## config.mk

```make
export PLATFORM = sky130hd
export DESIGN_NAME = pipe_stall_ctrl
export DESIGN_NICKNAME = d
export VERILOG_FILES = /design/src/rtl/pipe_stall_ctrl.sv
export SDC_FILE = /design/constraint.sdc
export NUM_CORES = 1
export LEC_CHECK = 0
export BUFFER_PORTS_ARGS = -buffer_cell sky130_fd_sc_hd__clkbuf_2
export CAP_MARGIN = 20
export CORE_MARGIN = 4
export CORE_UTILIZATION = 47
export CTS_CLUSTER_DIAMETER = 60
export DETAILED_ROUTE_END_ITERATION = 10
export HOLD_SLACK_MARGIN = 0.15
export PLACE_DENSITY = 0.95
export SYNTH_ARGS = -nofsm -noshare
export SYNTH_HDL_FRONTEND = slang
export SYNTH_SLANG_ARGS = --single-unit
```

## constraint.sdc

```tcl
create_clock -name clk -period 2.6 [get_ports clk]
set_clock_uncertainty 0.1 [all_clocks]
set_input_delay 0.13 -clock clk [delete_from_list [all_inputs] [get_ports clk]]
set_output_delay 0.13 -clock clk [all_outputs]
set_load 0.05 [all_outputs]
```

## src/rtl/pipe_stall_ctrl.sv

```systemverilog
// Hazard/stall controller: load-use stalls, multi-cycle EX sequencing, forwarding.
// Optional STALL_CNT_EN adds a saturating stall-cycle counter output.
module pipe_stall_ctrl #(
  parameter int REG_ADDR_W = 5,
  parameter int MC_TIMEOUT = 64
`ifdef STALL_CNT_EN
  ,parameter int CNT_W     = 32
`endif
) (
  input  logic                  clk,
  input  logic                  reset,
  input  logic                  id_valid,
  input  logic [REG_ADDR_W-1:0] id_rs1,
  input  logic [REG_ADDR_W-1:0] id_rs2,
  input  logic                  id_uses_rs2,
  input  logic                  ex_valid,
  input  logic [REG_ADDR_W-1:0] ex_rs1,
  input  logic [REG_ADDR_W-1:0] ex_rs2,
  input  logic [REG_ADDR_W-1:0] ex_rd,
  input  logic                  ex_reg_write,
  input  logic                  ex_is_load,
  input  logic                  ex_is_mc,
  input  logic [REG_ADDR_W-1:0] mem_rd,
  input  logic                  mem_reg_write,
  input  logic [REG_ADDR_W-1:0] wb_rd,
  input  logic                  wb_reg_write,
  input  logic                  mc_done,
  output logic                  mc_start,
  output logic                  pc_hold,
  output logic                  ifid_hold,
  output logic                  idex_hold,
  output logic                  idex_bubble,
  output logic                  exmem_bubble,
  output logic [1:0]            fwd_a,
  output logic [1:0]            fwd_b,
  output logic                  mc_timeout
`ifdef STALL_CNT_EN
  ,output logic [CNT_W-1:0]     stall_cnt
`endif
);

  localparam int TW = (MC_TIMEOUT > 2) ? $clog2(MC_TIMEOUT) : 1;
  localparam logic [TW-1:0] TLAST = TW'(MC_TIMEOUT - 1);

  typedef enum logic [1:0] {
    IDLE,
    MC_WAIT,
    FAULT
  } state_t;

  state_t        state, state_n;
  logic [TW-1:0] cnt, cnt_n;
  logic          tmo_n;
  logic          ld_use;
  logic          rs2_hit;

  function automatic logic [1:0] fwd_sel(
    input logic [REG_ADDR_W-1:0] rs
  );
    if (mem_reg_write && mem_rd != '0 && mem_rd == rs)
      return 2'b01;
    else if (wb_reg_write && wb_rd != '0 && wb_rd == rs)
      return 2'b10;
    else
      return 2'b00;
  endfunction

  // Operand forwarding; x0 never forwards, EX/MEM has priority.
  always_comb begin
    fwd_a = 2'b00;
    fwd_b = 2'b00;
    if (reset) begin
      fwd_a = fwd_sel(ex_rs1);
      fwd_b = fwd_sel(ex_rs2);
    end
  end

  assign rs2_hit = id_uses_rs2 && ex_rd == id_rs2;
  assign ld_use  = ex_valid && ex_is_load && ex_reg_write &&
                   ex_rd != '0 && id_valid &&
                   (ex_rd == id_rs1 || rs2_hit);

  // State, timeout counter and sticky fault flag.
  always_ff @(posedge clk or negedge reset) begin
    if (!reset) begin
      state      <= IDLE;
      cnt        <= '0;
      mc_timeout <= 1'b0;
    end else begin
      state      <= state_n;
      cnt        <= cnt_n;
      mc_timeout <= tmo_n;
    end
  end

  // Next state and hold/bubble/start controls.
  always_comb begin
    state_n      = state;
    cnt_n        = cnt;
    tmo_n        = mc_timeout;
    mc_start     = 1'b0;
    pc_hold      = 1'b0;
    ifid_hold    = 1'b0;
    idex_hold    = 1'b0;
    idex_bubble  = 1'b0;
    exmem_bubble = 1'b0;
    if (reset) begin
      unique case (state)
        IDLE: begin
          if (ex_valid && ex_is_mc) begin
            mc_start     = 1'b1;
            pc_hold      = 1'b1;
            ifid_hold    = 1'b1;
            idex_hold    = 1'b1;
            exmem_bubble = 1'b1;
            cnt_n        = '0;
            state_n      = MC_WAIT;
          end else if (ld_use) begin
            pc_hold     = 1'b1;
            ifid_hold   = 1'b1;
            idex_bubble = 1'b1;
          end
        end
        MC_WAIT: begin
          if (mc_done) begin
            state_n = IDLE;
          end else begin
            pc_hold      = 1'b1;
            ifid_hold    = 1'b1;
            idex_hold    = 1'b1;
            exmem_bubble = 1'b1;
            if (cnt == TLAST) begin
              state_n = FAULT;
              tmo_n   = 1'b1;
            end else begin
              cnt_n = cnt + 1'b1;
            end
          end
        end
        FAULT: begin
          pc_hold      = 1'b1;
          ifid_hold    = 1'b1;
          idex_hold    = 1'b1;
          exmem_bubble = 1'b1;
        end
        default: state_n = IDLE;
      endcase
    end
  end

`ifdef STALL_CNT_EN
  // Saturating count of cycles with the PC held.
  always_ff @(posedge clk or negedge reset) begin
    if (!reset)
      stall_cnt <= '0;
    else if (pc_hold && stall_cnt != '1)
      stall_cnt <= stall_cnt + 1'b1;
  end
`endif

endmodule

```

==> results.py <==
metrics = {
    "cts": {
        "clk_root_buffer_cell": "sky130_fd_sc_hd__clkbuf_4",
        "cts_setup_buffers": 0,
        "clkLatencyLatePin_ps": 270,
        "htree_num_levels": 1,
        "cts.reportedPaths.clkPinSlew_ps": 60,
        "cts_tree": "yes",
        "clkSinkCount": 9,
        "tritoncts.num_buffers": 3,
        "clock_path_buffers": 2,
    },
    "global_route": {
        "first_pass_grt_wire_length_um": 4374,
        "grt_start_max_net_pins": 20,
        "grt_overflow_total": 0,
        "vias_in_the_first_global_route": 1108,
        "antenna_found_initial": 0,
        "global_routing_usage_summed_across_all_routing_layers_pct": 21.20,
    },
    "drt": {
        "dr.max_layer_used": "met4",
        "met1Wirelength_um": 1060,
        "first_iter_violations": 18,
        "wl_per_cell_um": 13.86,
        "via_count": 1097,
        "drt-pass1-iter-count": 4,
        "postRouteAntennaNets": 0,
        "wl_met3_um": 199,
        "detailroute.wirelength.met2_um": 1445,
        "total_wire_length_after_detailed_routing_um": 2841,
        "via_per_inst": 5.351,
        "detail_route.drc_violations": 0,
    },
    "floorplanning": {
        "floorplan.initialDensity_pct": 49.94,
        "core_region_area_um2": 1982,
        "die_area_um2": 2904,
        "floorplan.die.width_um": 53.89,
        "core.rowCount": 16,
        "die_height_um": 53.89,
        "pin_count": 57,
    },
    "critical_path": {
        "crit_arrival_ps": 2110,
        "crit_family": "buffers and inverters",
        "r2r-end": "cnt[0]",
        "end_kind": "output port",
        "worst_stage_delay_on_the_critical_path_ps": 520,
        "cp_num_buf_inv": 3,
        "path_class": "primary input to output port",
        "ff2ff_path_depth": 5,
        "timing.critical_path.from_type": "primary input",
        "critical_path_peak_fanout": 19,
        "rr_startpoint": "cnt[0]",
        "cpMaxStageDelayCell": "sky130_fd_sc_hd__dlygate4sd3_1",
        "crit_chain": "dlygate4sd3_1 > clkbuf_4 > nand2b_1 > nor4_1 > o21ai_0 > nor3b_1 > clkbuf_2",
        "data_required_time_at_the_worst_endpoint_ps": 2370,
        "worst-r2r-setup-slack_ps": 750,
        "critical_path.startpoint": "reset",
    },
    "sta": {
        "setup-tns-final_ps": 0,
        "finalSetupViolations": 0,
        "final_hold_viol_count": 0,
        "maxSlewViolCount": 0,
        "max_freq_mhz": 427.9,
        "finalCriticalPeriod_ps": 2337,
        "max-slew-margin-rel_pct": 69.21,
        "rsz0062_at_grt": "no",
        "post-route-period-util_pct": 89.89,
        "worstMarginPinSlew_ps": 457.6,
    },
    "power": {
        "internal_power_uw": 331.0,
        "switchingPower_uw": 219.9,
        "power.total_uw": 550.9,
        "max_rail_drop_vdd_mv": 0.2811,
        "seq_power_share_pct": 36.5,
        "power.static_leakage_uw": 0.0006547,
        "p_per_area_nw_per_um2": 413.0,
        "power.switching_fraction_pct": 39.91,
        "pwr-share-clk_pct": 20.7,
        "combPwrFrac_pct": 42.8,
    },
    "logic_synthesis": {
        "post_synthesis_cell_type_count": 37,
        "post-synth-top-area-cell": "sky130_fd_sc_hd__dfrtp_1",
        "ys_top_cells_by_area": "sky130_fd_sc_hd__dfrtp_1 (23%), sky130_fd_sc_hd__xor2_1 (20%), sky130_fd_sc_hd__xnor2_1 (6.2%), sky130_fd_sc_hd__nand2_1 (3.4%), sky130_fd_sc_hd__a21oi_1 (3.0%)",
        "syn-num-nets": 166,
        "netlist.area_leader.share_pct": 22.76,
        "synthFlopType": "sky130_fd_sc_hd__dfrtp_1",
        "synthesis.area_um2": 989.7,
        "asyncSetResetFlopFracSynth_pct": 100.0,
        "synthesized_area_per_cell_um2": 8.317,
        "synthesis.yosys.warnings": 0,
        "synth.ff_latch_count": 9,
        "yosys.cell_count.top_type": "sky130_fd_sc_hd__xor2_1",
        "ys_top_cells_by_count": "sky130_fd_sc_hd__xor2_1 (23), sky130_fd_sc_hd__dfrtp_1 (9), sky130_fd_sc_hd__nand2_1 (9)",
        "synthesis.instances": 119,
        "number_of_flops_mapped_to_enable_cells_by_yosys": 0,
        "ys_seq_area_share_pct": 22.76,
    },
    "cells_and_area": {
        "post-route-util_pct": 67.30,
        "areaGrowthSynthToFinish_pct": 34.77,
        "final_net_count": 226,
        "share_of_layout_cells_above_drive_strength_1_pct": 39.33,
        "antenna-diode-count": 0,
    },
    "min_path": {
        "worst_hold_path_type": "primary input to async pin",
    },
    "placement": {
        "gp_congestion": 0.9207,
        "post-dp-hpwl_um": 2525,
        "port_buffers": 56,
    },
    "status": {
        "run_status": "complete, no violations",
    },
    "job": {
        "cap_viol_max_count": 0,
    },
}
repair_timing:
action,CTS,global route
endpoints found under the hold margin,10,0
hold buffers,2,0
resized for setup,0,2
endpoints found under the setup margin,0,3
power groups by stage:
stage,Clock (uW),Combinational [uW],Sequential (uW)
floorplan,0,157,195
global placement,0,222,201
detailed placement,0,234,203
CTS,117,237,201
global route,123,260,207
finish,114,236,201
registers in the layout, indices dropped and copies added (netlist names):
register,flops
cnt,6
mc_timeout,1
state,2
cells in the final DEF (no fill, tap or decap), drive strengths merged, types with 2 or more instances in the layout:
master and count:
clkbuf 59, o21ai 5, nor4 6, dfrtp 9, nor2b 2, or4 5, inv 3, dlygate4sd3 2
a21oi 6, nor2 8, nand3 5, mux2i 2, xor2 23, nand2 9, o22ai 2, and2 2
xnor2 7, mux2 2, or2 2, nand2b 4
worst reg2reg max path: stages (launching register included):
cell and delay, ps:
sky130_fd_sc_hd__dfrtp_1 400, sky130_fd_sc_hd__ha_1 220, sky130_fd_sc_hd__nand3_1 150, sky130_fd_sc_hd__o21ai_0 180
sky130_fd_sc_hd__a21oi_1 320, sky130_fd_sc_hd__mux2_2 370
metrics by stage:
stage	cells	hold WS, ps	setup WS (ps)	area [um^2]
4_1_cts	205	210.8	105.2	1331
2_1_floorplan	119	-265.6	247.2	989.7
5_1_grt	205	183.2	85.13	1334
3_5_place_dp	199	-34.83	630.2	1284
6_report	205	172.2	262.7	1334
3_3_place_gp	199	-47.03	720.5	1284
cell type report:
cell class / count / area [um^2]
clock buffers: 3 / 22.52
clock inverters: 1 / 5.005
fillers: 182 / 648.1
inverters: 3 / 11.26
multi-input cells: 104 / 733.2
flip-flops and latches: 9 / 225.2
well taps: 27 / 33.78
repair buffers: 58 / 302.8
layer usage:
metal / vias to the layer above / GRT usage (%)
met5: - / 0
met3: 11 / 2.493
li1: 544 / -
met1: 491 / 23.15
met4: 0 / 16.17
met2: 51 / 36.90
cells by family (layout without fill, tap and decap cells):
family / Yosys count / in the layout / synth area share (%)
multiplexers: 4 / 4 / 4.298
adder cells (fa/ha/maj): 1 / 1 / 1.264
XOR/XNOR: 30 / 30 / 26.55
AND/OR/NAND/NOR: 48 / 48 / 28.32
buffers and inverters: 6 / 65 / 3.160
AO/OA/AOI/OAI: 21 / 21 / 13.66
flip-flops: 9 / 9 / 22.76
how the worst max path moves through the flow:
stage	slack, ps	end	depth (start not counted)
after CTS	110	idex_bubble	7
final	260	idex_bubble	7
after global routing	90	idex_bubble	7
after global placement	720	idex_bubble	6
after floorplan	250	idex_bubble	4
after detailed placement	630	idex_bubble	6
No activity file was read; power rests on OpenSTA's default activity.
